### src/rtl/e203_mt_perf_pkg.sv
`default_nettype none
// ============================================================================
// Module   : e203_mt_perf_pkg
// Purpose  : Shared definitions for the multithreaded E203 performance
//            monitor: counter read-address map and thread-select helpers.
// Revision : 1.0 - initial release
// ============================================================================
package e203_mt_perf_pkg;

    // Read-address map. Per-thread counters are interleaved: fetch_cnt[t]
    // lives at ADDR_FETCH_BASE + ADDR_STRIDE*t and commit_cnt[t] at
    // ADDR_COMMIT_BASE + ADDR_STRIDE*t.
    localparam int ADDR_CYCLE       = 0;
    localparam int ADDR_SWITCH      = 1;
    localparam int ADDR_FETCH_BASE  = 2;
    localparam int ADDR_COMMIT_BASE = 3;
    localparam int ADDR_STRIDE      = 2;

    // Widest thread-select vector the helpers accept; callers zero-extend.
    localparam int SEL_MAX_W = 32;

    // The drop counter sits just above the last per-thread counter, so its
    // address depends on the thread count of the instantiating module.
    function automatic int ADDR_DROP(input int threads_num);
        return ADDR_FETCH_BASE + ADDR_STRIDE * threads_num;
    endfunction

    // True when exactly one bit of sel is set.
    function automatic logic is_onehot(input logic [SEL_MAX_W-1:0] sel);
        return (sel != '0) && ((sel & (sel - SEL_MAX_W'(1))) == '0);
    endfunction

    // Index of the lowest set bit; 0 when no bit is set. For a proper
    // one-hot input this is the binary encoding of the select.
    function automatic int onehot_idx(input logic [SEL_MAX_W-1:0] sel);
        int idx;
        idx = 0;
        for (int i = SEL_MAX_W - 1; i >= 0; i--) begin
            if (sel[i]) idx = i;
        end
        return idx;
    endfunction

endpackage : e203_mt_perf_pkg
`default_nettype wire

### src/rtl/e203_mt_perf_mon_if.sv
`default_nettype none
// ============================================================================
// Module   : e203_mt_perf_mon_if
// Purpose  : Commit-trace drain port of the MT performance monitor.
//            master : the monitor (drives valid / tid / pc / ovf)
//            slave  : the consumer (drives ready)
// Ports    : trc_valid, trc_ready, trc_tid[TID_W], trc_pc[PC_SIZE], trc_ovf
// Revision : 1.0 - initial release
// ============================================================================
interface e203_mt_perf_mon_if #(
    parameter int TID_W   = 1,
    parameter int PC_SIZE = 32
);
    logic               trc_valid;
    logic               trc_ready;
    logic [TID_W-1:0]   trc_tid;
    logic [PC_SIZE-1:0] trc_pc;
    logic               trc_ovf;

    modport master (
        output trc_valid,
        output trc_tid,
        output trc_pc,
        output trc_ovf,
        input  trc_ready
    );

    modport slave (
        input  trc_valid,
        input  trc_tid,
        input  trc_pc,
        input  trc_ovf,
        output trc_ready
    );
endinterface : e203_mt_perf_mon_if
`default_nettype wire

### src/rtl/e203_mt_trace_fifo.sv
`default_nettype none
// ============================================================================
// Module   : e203_mt_trace_fifo
// Purpose  : Synchronous valid/ready FIFO for commit-trace entries. When
//            full, a push is accepted only if the head is popped in the same
//            cycle; otherwise it is dropped and push_drop pulses. While empty
//            the output holds the last popped entry (0 after reset/clr).
//            Built only when E203_MT_TRACE_EN is defined.
// Ports    : hfclk, rst_n (async, active-low), clr (sync clear)
//            push_valid/push_data/push_drop  - producer side
//            pop_valid/pop_data/pop_ready    - consumer side
// Revision : 1.0 - initial release
// ============================================================================
`ifdef E203_MT_TRACE_EN
module e203_mt_trace_fifo #(
    parameter int WIDTH = 33,
    parameter int DEPTH = 8
) (
    input  wire logic             hfclk,
    input  wire logic             rst_n,
    input  wire logic             clr,
    input  wire logic             push_valid,
    input  wire logic [WIDTH-1:0] push_data,
    output logic                  push_drop,
    output logic                  pop_valid,
    output logic [WIDTH-1:0]      pop_data,
    input  wire logic             pop_ready
);
    localparam int AW = $clog2(DEPTH);
    localparam logic [AW:0] PTR_ONE = 1;

    logic [WIDTH-1:0] mem [DEPTH];
    // Pointers carry one wrap bit so full and empty are distinguishable.
    logic [AW:0]      wr_ptr;
    logic [AW:0]      rd_ptr;
    logic [WIDTH-1:0] last_q;
    logic             empty;
    logic             full;
    logic             pop;
    logic             accept;

    assign empty     = (wr_ptr == rd_ptr);
    assign full      = (wr_ptr[AW] != rd_ptr[AW]) &&
                       (wr_ptr[AW-1:0] == rd_ptr[AW-1:0]);
    assign pop       = !empty && pop_ready;
    // On a full FIFO the slot being written is the one the pop frees.
    assign accept    = push_valid && (!full || pop);
    assign push_drop = push_valid && full && !pop;

    assign pop_valid = !empty;
    assign pop_data  = empty ? last_q : mem[rd_ptr[AW-1:0]];

    always_ff @(posedge hfclk or negedge rst_n) begin
        if (!rst_n) begin
            wr_ptr <= '0;
            rd_ptr <= '0;
            last_q <= '0;
        end else if (clr) begin
            wr_ptr <= '0;
            rd_ptr <= '0;
            last_q <= '0;
        end else begin
            if (accept) wr_ptr <= wr_ptr + PTR_ONE;
            if (pop) begin
                rd_ptr <= rd_ptr + PTR_ONE;
                last_q <= mem[rd_ptr[AW-1:0]];
            end
        end
    end

    // Storage needs no reset: it is only observable through the pointers.
    always_ff @(posedge hfclk) begin
        if (accept && !clr) mem[wr_ptr[AW-1:0]] <= push_data;
    end
endmodule : e203_mt_trace_fifo
`endif
`default_nettype wire

### src/rtl/e203_mt_perf_mon.sv
`default_nettype none
// ============================================================================
// Module   : e203_mt_perf_mon
// Purpose  : Per-thread performance and commit-trace monitor for the
//            multithreaded E203. Counts cycles, thread switches, per-thread
//            fetch cycles and commits; buffers a (tid, PC) commit trace.
// Macro    : E203_MT_TRACE_EN - builds the trace FIFO, drop_cnt and trc_ovf.
//            Without it the trace port is tied to 0 and drop_cnt reads 0.
// Ports    : hfclk, rst_n (async, active-low), clr (sync clear)
//            ifu_thread_sel, switch_en                   - IFU taps
//            commit_valid, exu_thread_sel, commit_pc     - EXU commit taps
//            rd_en, rd_addr, rd_data                     - counter read port
//            sel_err                                     - sticky bad select
//            trc (e203_mt_perf_mon_if.master)            - trace drain port
// Revision : 1.0 - initial release
// ============================================================================
module e203_mt_perf_mon
    import e203_mt_perf_pkg::*;
#(
    parameter int THREADS_NUM = 2,
    parameter int PC_SIZE     = 32,
    parameter int CNT_W       = 32,
    parameter int TRACE_DEPTH = 8,
    parameter int TID_W       = $clog2(THREADS_NUM),
    parameter int RD_AW       = $clog2(3 + 2 * THREADS_NUM)
) (
    input  wire logic                   hfclk,
    input  wire logic                   rst_n,
    input  wire logic                   clr,
    input  wire logic [THREADS_NUM-1:0] ifu_thread_sel,
    input  wire logic                   switch_en,
    input  wire logic                   commit_valid,
    input  wire logic [THREADS_NUM-1:0] exu_thread_sel,
    input  wire logic [PC_SIZE-1:0]     commit_pc,
    input  wire logic                   rd_en,
    input  wire logic [RD_AW-1:0]       rd_addr,
    output logic [CNT_W-1:0]            rd_data,
    output logic                        sel_err,
    e203_mt_perf_mon_if.master          trc
);
    localparam int              DROP_ADDR = ADDR_DROP(THREADS_NUM);
    localparam logic [CNT_W-1:0] CNT_ONE  = 1;

    logic [CNT_W-1:0]                  cycle_cnt;
    logic [CNT_W-1:0]                  switch_cnt;
    logic [CNT_W-1:0]                  drop_cnt;
    logic [THREADS_NUM-1:0][CNT_W-1:0] fetch_cnt;
    logic [THREADS_NUM-1:0][CNT_W-1:0] commit_cnt;
    logic [CNT_W-1:0]                  rd_mux;
    logic [SEL_MAX_W-1:0]              exu_sel_ext;
    logic                              sel_onehot;
    logic                              commit_ok;

    assign exu_sel_ext = SEL_MAX_W'(exu_thread_sel);
    assign sel_onehot  = is_onehot(exu_sel_ext);
    assign commit_ok   = commit_valid && sel_onehot;

    // ------------------------------------------------------------------
    // Event counters (free-running, wrap modulo 2^CNT_W)
    // ------------------------------------------------------------------
    always_ff @(posedge hfclk or negedge rst_n) begin
        if (!rst_n) begin
            cycle_cnt  <= '0;
            switch_cnt <= '0;
            fetch_cnt  <= '0;
            commit_cnt <= '0;
        end else if (clr) begin
            cycle_cnt  <= '0;
            switch_cnt <= '0;
            fetch_cnt  <= '0;
            commit_cnt <= '0;
        end else begin
            cycle_cnt <= cycle_cnt + CNT_ONE;
            if (switch_en) switch_cnt <= switch_cnt + CNT_ONE;
            for (int t = 0; t < THREADS_NUM; t++) begin
                // Multi-hot fetch selects count on every selected thread.
                if (ifu_thread_sel[t]) fetch_cnt[t] <= fetch_cnt[t] + CNT_ONE;
                if (commit_ok && exu_thread_sel[t])
                    commit_cnt[t] <= commit_cnt[t] + CNT_ONE;
            end
        end
    end

    always_ff @(posedge hfclk or negedge rst_n) begin
        if (!rst_n) begin
            sel_err <= 1'b0;
        end else if (clr) begin
            sel_err <= 1'b0;
        end else if (commit_valid && !sel_onehot) begin
            sel_err <= 1'b1;
        end
    end

    // ------------------------------------------------------------------
    // Read port: combinational select, registered on rd_en so a read in
    // the same cycle as an increment returns the pre-increment value.
    // ------------------------------------------------------------------
    always_comb begin
        rd_mux = '0;
        if (int'(rd_addr) == ADDR_CYCLE)  rd_mux = cycle_cnt;
        if (int'(rd_addr) == ADDR_SWITCH) rd_mux = switch_cnt;
        if (int'(rd_addr) == DROP_ADDR)   rd_mux = drop_cnt;
        for (int t = 0; t < THREADS_NUM; t++) begin
            if (int'(rd_addr) == ADDR_FETCH_BASE + ADDR_STRIDE * t)
                rd_mux = fetch_cnt[t];
            if (int'(rd_addr) == ADDR_COMMIT_BASE + ADDR_STRIDE * t)
                rd_mux = commit_cnt[t];
        end
    end

    always_ff @(posedge hfclk or negedge rst_n) begin
        if (!rst_n) begin
            rd_data <= '0;
        end else if (rd_en) begin
            rd_data <= rd_mux;
        end
    end

    // ------------------------------------------------------------------
    // Commit trace
    // ------------------------------------------------------------------
`ifdef E203_MT_TRACE_EN
    localparam int ENTRY_W = TID_W + PC_SIZE;

    logic [TID_W-1:0]   commit_tid;
    logic [ENTRY_W-1:0] head_entry;
    logic               push_drop;
    logic               trc_ovf_q;

    // Non-one-hot selects still trace, tagged with the lowest set bit.
    assign commit_tid = TID_W'(onehot_idx(exu_sel_ext));

    e203_mt_trace_fifo #(
        .WIDTH (ENTRY_W),
        .DEPTH (TRACE_DEPTH)
    ) u_trace_fifo (
        .hfclk      (hfclk),
        .rst_n      (rst_n),
        .clr        (clr),
        .push_valid (commit_valid),
        .push_data  ({commit_tid, commit_pc}),
        .push_drop  (push_drop),
        .pop_valid  (trc.trc_valid),
        .pop_data   (head_entry),
        .pop_ready  (trc.trc_ready)
    );

    always_ff @(posedge hfclk or negedge rst_n) begin
        if (!rst_n) begin
            drop_cnt  <= '0;
            trc_ovf_q <= 1'b0;
        end else if (clr) begin
            drop_cnt  <= '0;
            trc_ovf_q <= 1'b0;
        end else if (push_drop) begin
            drop_cnt  <= drop_cnt + CNT_ONE;
            trc_ovf_q <= 1'b1;
        end
    end

    assign trc.trc_tid = head_entry[PC_SIZE +: TID_W];
    assign trc.trc_pc  = head_entry[PC_SIZE-1:0];
    assign trc.trc_ovf = trc_ovf_q;
`else
    logic unused_trace;

    assign drop_cnt      = '0;
    assign trc.trc_valid = 1'b0;
    assign trc.trc_tid   = '0;
    assign trc.trc_pc    = '0;
    assign trc.trc_ovf   = 1'b0;
    assign unused_trace  = trc.trc_ready ^ (^commit_pc);
`endif

endmodule : e203_mt_perf_mon
`default_nettype wire

### src/flat_wrapper.sv
// flat-port wrapper written by rule: the top's interface ports become plain ports
module e203_mt_perf_mon_flat import e203_mt_perf_pkg::*;
#(
    parameter int THREADS_NUM = 2,
    parameter int PC_SIZE     = 32,
    parameter int CNT_W       = 32,
    parameter int TRACE_DEPTH = 8,
    parameter int TID_W       = $clog2(THREADS_NUM),
    parameter int RD_AW       = $clog2(3 + 2 * THREADS_NUM)
)
  (hfclk, rst_n, clr, ifu_thread_sel, switch_en, commit_valid, exu_thread_sel, commit_pc, rd_en, rd_addr, rd_data, sel_err, trc_trc_valid, trc_trc_tid, trc_trc_pc, trc_trc_ovf, trc_trc_ready);
  e203_mt_perf_mon_if #(.TID_W(TID_W), .PC_SIZE(PC_SIZE)) trc_i ();
  input  wire logic hfclk;
  input  wire logic rst_n;
  input  wire logic clr;
  input  wire logic [THREADS_NUM-1:0] ifu_thread_sel;
  input  wire logic switch_en;
  input  wire logic commit_valid;
  input  wire logic [THREADS_NUM-1:0] exu_thread_sel;
  input  wire logic [PC_SIZE-1:0] commit_pc;
  input  wire logic rd_en;
  input  wire logic [RD_AW-1:0] rd_addr;
  output logic [CNT_W-1:0] rd_data;
  output logic sel_err;
  output wire logic [$bits(trc_i.trc_valid)-1:0] trc_trc_valid;
  output wire logic [$bits(trc_i.trc_tid)-1:0] trc_trc_tid;
  output wire logic [$bits(trc_i.trc_pc)-1:0] trc_trc_pc;
  output wire logic [$bits(trc_i.trc_ovf)-1:0] trc_trc_ovf;
  input wire logic [$bits(trc_i.trc_ready)-1:0] trc_trc_ready;
  assign trc_trc_valid = trc_i.trc_valid;
  assign trc_trc_tid = trc_i.trc_tid;
  assign trc_trc_pc = trc_i.trc_pc;
  assign trc_trc_ovf = trc_i.trc_ovf;
  assign trc_i.trc_ready = trc_trc_ready;
  e203_mt_perf_mon #(.THREADS_NUM(THREADS_NUM), .PC_SIZE(PC_SIZE), .CNT_W(CNT_W), .TRACE_DEPTH(TRACE_DEPTH), .TID_W(TID_W), .RD_AW(RD_AW)) u_core (.hfclk(hfclk), .rst_n(rst_n), .clr(clr), .ifu_thread_sel(ifu_thread_sel), .switch_en(switch_en), .commit_valid(commit_valid), .exu_thread_sel(exu_thread_sel), .commit_pc(commit_pc), .rd_en(rd_en), .rd_addr(rd_addr), .rd_data(rd_data), .sel_err(sel_err), .trc(trc_i));
endmodule
### config.mk
export PLATFORM = sky130hd
export DESIGN_NAME = e203_mt_perf_mon_flat
export DESIGN_NICKNAME = d
export VERILOG_FILES = /design/src/rtl/e203_mt_perf_pkg.sv /design/src/rtl/e203_mt_perf_mon_if.sv /design/src/rtl/e203_mt_trace_fifo.sv /design/src/rtl/e203_mt_perf_mon.sv /design/src/flat_wrapper.sv
export SDC_FILE = /design/constraint.sdc
export NUM_CORES = 1
export LEC_CHECK = 0
export BUFFER_PORTS_ARGS = -buffer_cell sky130_fd_sc_hd__buf_2
export CAP_MARGIN = 20
export CORE_AREA = 4 4 175 177
export DETAILED_ROUTE_END_ITERATION = 16
export DIE_AREA = 0 0 179 181
export PLACE_DENSITY = 0.72
export SYNTH_ARGS = -nofsm -noshare
export SYNTH_HDL_FRONTEND = slang
export SYNTH_SLANG_ARGS = --single-unit
### constraint.sdc
create_clock -name hfclk -period 5.7 [get_ports hfclk]
set_clock_uncertainty 0.2 [all_clocks]
set_input_delay 0.285 -clock hfclk [delete_from_list [all_inputs] [get_ports hfclk]]
set_output_delay 0.285 -clock hfclk [all_outputs]
set_load 0.02 [all_outputs]
# [Yosys cells after proc, flatten, opt, wreduce, memory -nomap -nowiden]
# Cells that the tools add are included.
[word_totals] elab_cells=55 reg_bits=225 in_bits=46
[op_classes] eq_ne=6 n_addsub=7 n_reduce_logical=15 bitwise=1 mux=18
[ops] cell="$mux W32" n=14
[ops] cell="$add A32 B1 Y32 const B" n=6
[ops] cell="$mux W64" n=2
[ops] cell="$and A2 B32 Y32" n=1
[ops] cell="$logic_not A32 Y1" n=1
[ops] cell="$reduce_bool A32 Y1" n=1
[ops] cell="$eq A3 B3 Y1 const B" n=4
[ops] cell="$reduce_bool A2 Y1" n=6
[ops] cell="$eq A3 B2 Y1 const B" n=2
[ops] cell="$logic_and A1 B1 Y1" n=5
[ops] cell="$logic_not A3 Y1" n=1
[ops] cell="$sub A2 B1 Y3 const B" n=1
[ops] cell="$mux W1" n=2
[ops] cell="$logic_not A1 Y1" n=1

# [Logic depth before layout (Yosys ltp)]
[depth] word_depth=8 depth_mapped=7

# [Least setup slack after synthesis]
# OpenSTA, ideal clock, no wires.
[synth_timing] kind="register to register" from="register u_core.cycle_cnt[0]" to="register u_core.cycle_cnt[24]" path_buffers=2 slack_ns=3.434 setup_time_ns=0.078 t_required_ns=5.422 synth_period_minus_slack_ns=2.266 arrival_time_ns=1.988 path_stages_with_launch=8 cell_sequence="dfrtp_1 > ha_1 > and4_1 > or4b_1 > clkbuf_1 > buf_2 > or3_1 > a21oi_1"
[synth_between] elab_chain_len=2
[synth_lines] element="start: declaration" line_no="e203_mt_perf_mon.sv:44" rtl="logic [CNT_W-1:0] cycle_cnt;"
[synth_lines] element="start signal: assignment" line_no="e203_mt_perf_mon.sv:73" rtl="cycle_cnt <= cycle_cnt + CNT_ONE;"
[synth_lines] element="$add A32 B1 Y32" line_no="e203_mt_perf_mon.sv:73"
[synth_lines] element="$mux W32" line_no="e203_mt_perf_mon.sv:67" rtl="end else if (clr) begin"
# No other way between the ends.
# A chain may end at the register's enable or synchronous reset.

# [Final worst setup path]
[layout_timing] from="register u_core.cycle_cnt[0]" to="register u_core.cycle_cnt[30]"
# The elaborated chain is that of the path after synthesis.

==> results_tabular.tex <==
\begin{tabular}{lr}
\hline
Metric & Value \\
\hline
\multicolumn{2}{l}{\textbf{Die}} \\
Starting density of the core & 44.44\% \\
Chip height & $\sim$180 um \\
Core region area & 0.02924 mm\^{}2 \\
Cell Rows & 63 \\
Die area & around 0.032 mm\^{}2 \\
Boundary Pins & 114 \\
Die width & 179 um \\
\multicolumn{2}{l}{\textbf{Logic synthesis}} \\
Syn Std Cell Area & 0.01299 mm\^{}2 \\
Most instantiated flip-flop cell in the synthesis netlist & sky130\_fd\_sc\_hd\_\_dfrtp\_1 \\
Most common cell in the netlist & sky130\_fd\_sc\_hd\_\_dfrtp\_1 \\
Share of flip-flops with an asynchronous set or reset after synthesis & 100.0\% \\
Number of distinct library cell variants in the gate-level netlist after synthesis & 51 \\
Top cells by area, synth & sky130\_fd\_sc\_hd\_\_dfrtp\_1 (43\%), sky130\_fd\_sc\_hd\_\_a21oi\_1 (5.1\%), sky130\_fd\_sc\_hd\_\_or4\_1 (4.9\%) \\
Number of enable flip-flop cells after synthesis & 0 \\
Cell type contributing the most total cell area after synthesis & sky130\_fd\_sc\_hd\_\_dfrtp\_1 \\
Area share of the leading cell type in the synthesized netlist & 43.33\% \\
Sequential fraction of the synthesis area & 43.33\% \\
Mean instance size in the synthesized netlist & roughly 9 um\^{}2 \\
Number of synthesis warnings & 0 \\
Flops \& latches, synth & 225 \\
Post-synthesis cell count & 1451 \\
Most used standard cells in the synthesized netlist & sky130\_fd\_sc\_hd\_\_dfrtp\_1 (225), sky130\_fd\_sc\_hd\_\_a21oi\_1 (133), sky130\_fd\_sc\_hd\_\_nor2\_1 (107), sky130\_fd\_sc\_hd\_\_o21ai\_0 (98), sky130\_fd\_sc\_hd\_\_nand2\_1 (93) \\
\multicolumn{2}{l}{\textbf{Worst setup path}} \\
Startpoint kind of the worst setup timing path & register \\
Cell-by-cell listing of the critical path & ha\_1, and4\_1, or4b\_1, or4\_1, a21oi\_1 \\
Critical R2R Launch & u\_core.cycle\_cnt[0]\$\_DFF\_PN0\_ \\
Arrival time of the worst setup path & roughly 3 ns \\
R2R Path End & u\_core.cycle\_cnt[30]\$\_DFF\_PN0\_ \\
Delay of the slowest cell on the worst path & 0.82 ns \\
Depth of the worst register-to-register path & 5 \\
Startpoint of the most critical setup path & u\_core.cycle\_cnt[0]\$\_DFF\_PN0\_ \\
CP required & 5.93 ns \\
Worst setup path class & register to register \\
Setup slack, reg-to-reg & just under 3 ns \\
Library cell contributing the largest single delay on the critical path & sky130\_fd\_sc\_hd\_\_or4b\_1 \\
Critical path peak fanout & 17 \\
Crit path capture type & register \\
\multicolumn{2}{l}{\textbf{Route}} \\
Average routed wire per standard cell & 18.68 um \\
Number of DRC violations after detailed-routing iteration 0 & 1093 \\
Routed via count divided by cell count & roughly 6.1 \\
Count of antenna-violating nets left after detailed routing & 0 \\
Vias post-DR & 11260 \\
Iteration count of the initial detailed-routing pass & 5 \\
Drt total wl & 34290 um \\
\# DRC & 0 \\
\multicolumn{2}{l}{\textbf{Global routing}} \\
Global-route wire length before repair & roughly 56000 um \\
Tot GR Track Use & 20.86\% \\
Initial antenna violation count & 0 \\
Global route overflow & 0 \\
Vias in the first global route & about 11000 \\
Largest net degree at the start of global routing & 136 \\
\multicolumn{2}{l}{\textbf{Timing}} \\
Final cycle utilization of the critical path & 49.38\% \\
Final max-slew violation count & 0 \\
Setup repair after global routing missed its margin & no \\
Remaining max-slew budget at the tightest pin & 25.94\% \\
Actual transition at the worst max-transition pin & 1.111 ns \\
Number of endpoints with negative hold slack in the final report & 0 \\
Final setup violation count & 0 \\
Post-route minimum period & 2.815 ns \\
Maximum clock rate & 0.3553 GHz \\
Summed negative setup slack over all endpoints & 0 ns \\
Final setup slack of the worst path & 2.885 ns \\
\multicolumn{2}{l}{\textbf{Clocking}} \\
Clock Tree Root & sky130\_fd\_sc\_hd\_\_clkbuf\_16 \\
Inserted Clock Buffers & 25 \\
Later-pin clock latency in the skew report & 0.54 ns \\
CTS tree & yes \\
Post-CTS Hold Fix Bufs & 6 \\
Clock-pin slew on the worst setup and hold paths & 0.06 ns \\
Buffers inserted by post-CTS timing repair & 0 \\
Clock H-tree levels & 1 \\
Number of sinks on the clock net & 225 \\
Resized cells post-CTS & 0 \\
Clock Path Buffers & 3 \\
\multicolumn{2}{l}{\textbf{Placement}} \\
Input/output buffers & 45 \\
Pre-CTS setup slack & around 2.9 ns \\
DP Wirelength & roughly 23000 um \\
Final estimated routing congestion in global placement & 0.8378 \\
\multicolumn{2}{l}{\textbf{Worst hold path}} \\
Class of the tightest hold or removal check & input port to register \\
Hold\_sp & exu\_thread\_sel[1] \\
Number of cells on the worst hold path & 4 \\
End point of the most critical hold path & u\_core.commit\_cnt[33]\$\_DFFE\_PN0P\_ \\
\multicolumn{2}{l}{\textbf{Power}} \\
P per Cell Area & 250.3 mW/mm\^{}2 \\
Combinational fraction of design power & under 10\% \\
Net Sw Frac & 24.67\% \\
Clock share of power & 45.9\% \\
Net switching power of the design & 0.0008709 W \\
Maximum vdd drop & $\sim$0.00021 V \\
Leakage power total & 5.496 nW \\
Sequential fraction of design power & 46.5\% \\
Internal power & 0.002659 W \\
\multicolumn{2}{l}{\textbf{Cells and area}} \\
Area delta synth->final & 8.541\% \\
Number of fill cells & about 2800 \\
Area of the multi-input gates & 0.006623 mm\^{}2 \\
\# diodes & 0 \\
Share of final-layout standard cells stronger than drive strength 1 & under 10\% \\
Nets & about 1500 \\
Area taken by flip-flops and latches & 0.005630 mm\^{}2 \\
\multicolumn{2}{l}{\textbf{Flow run}} \\
Number of maximum-capacitance constraint violations & 0 \\
\multicolumn{2}{l}{\textbf{Outcome}} \\
Result of the run & finished, final reports clean \\
\hline
\end{tabular}
[final cells by class]
cell class                      count  area share, %
Sequential cell                   225          39.92
Timing Repair Buffer               59          2.581
Inverter                           46          1.224
Clock buffer                       39          5.447
Clock inverter                      6         0.4169
Multi-Input combinational cell   1071          46.95
Tap cell                          390          3.460
[how the worst max path moves through the flow]
stage,end,cells after the start
finish,u_core.cycle_cnt[30]$_DFF_PN0_,5
global route,u_core.switch_cnt[19]$_DFFE_PN0P_,4
CTS,u_core.cycle_cnt[28]$_DFF_PN0_,5
detailed placement,u_core.cycle_cnt[26]$_DFF_PN0_,5
global placement,u_core.commit_cnt[21]$_DFFE_PN0P_,5
floorplan,u_core.cycle_cnt[24]$_DFF_PN0_,7
[state kept, by name, indices dropped and copies added, names as in the netlist]
register / count
u_core.cycle_cnt: 32
u_core.rd_data: 32
u_core.fetch_cnt: 64
u_core.sel_err: 1
u_core.switch_cnt: 32
u_core.commit_cnt: 64
[power by group through the flow]
| stage | logic (W) | clock network, W | registers (W) |
|---|---|---|---|
| 2_1_floorplan | 0.000158 | 0 | 0.00169 |
| 3_3_place_gp | 0.000262 | 0 | 0.00167 |
| 3_5_place_dp | 0.000265 | 0 | 0.00167 |
| 4_1_cts | 0.000270 | 0.00165 | 0.00164 |
| 5_1_grt | 0.000296 | 0.00172 | 0.00165 |
| 6_report | 0.000266 | 0.00162 | 0.00164 |
[critical path: cells and delay by family, from the launching register on]
family | cells | cell delay (ns)
and+or+nand+nor | 3 | 1.65
DFF | 1 | 0.45
adders and majority gates | 1 | 0.24
AOI/OAI and AO/OA | 1 | 0.16
[placed cells by master (no fill, tap or decap), types with 19 or more instances in the layout]
master	n
sky130_fd_sc_hd__mux2i_1	55
sky130_fd_sc_hd__nand3_1	52
sky130_fd_sc_hd__nor2_1	107
sky130_fd_sc_hd__inv_1	46
sky130_fd_sc_hd__nand2_1	93
sky130_fd_sc_hd__or3_1	40
sky130_fd_sc_hd__xnor2_1	25
sky130_fd_sc_hd__nand4_1	68
sky130_fd_sc_hd__o31ai_1	77
sky130_fd_sc_hd__xor2_1	40
sky130_fd_sc_hd__and4_1	25
sky130_fd_sc_hd__conb_1	35
sky130_fd_sc_hd__o21ai_0	98
sky130_fd_sc_hd__a21oi_1	133
sky130_fd_sc_hd__dfrtp_1	225
sky130_fd_sc_hd__buf_2	42
sky130_fd_sc_hd__o2111ai_1	19
sky130_fd_sc_hd__clkbuf_16	25
sky130_fd_sc_hd__or4_1	85
[stage by stage]
stage	cell area (um^2)	total power, W	hold slack (ns)	util (%)	std cells
2_1_floorplan	13120	0.001850	-0.2106	-	1485
3_3_place_gp	13220	0.001933	0.2277	45.20	1785
3_5_place_dp	13220	0.001937	0.2296	45.20	1785
4_1_cts	14100	0.003566	0.03694	48.23	1836
5_1_grt	14100	0.003666	0.09650	48.23	1836
6_report	14100	0.003530	0.06000	48.23	1836
[cells by family (layout without fill, tap and decap cells)]
kind of cell | Yosys count | in the layout | synth area share [%]
AO/OA/AOI/OAI | 365 | 365 | 16.96
XOR/XNOR | 65 | 65 | 4.381
adder cells (fa/ha/maj) | 6 | 6 | 0.5777
buffers and inverters | 189 | 150 | 6.692
flip-flops | 225 | 225 | 43.33
multiplexers | 60 | 60 | 5.016
other | 1 | 35 | 0.02886
AND/OR/NAND/NOR | 540 | 540 | 23.02
[layer usage]
| layer | share of wire (%) | vias to the layer above | global-route usage (%) |
|---|---|---|---|
| met5 | 0 | - | 0 |
| met4 | 3.5 | 0 | 7.246 |
| met3 | 4.8 | 67 | 2.134 |
| met2 | 46 | 326 | 32.60 |
| met1 | 45 | 5577 | 30.22 |
| li1 | - | 5287 | - |
(Power assumes the default switching activity.)
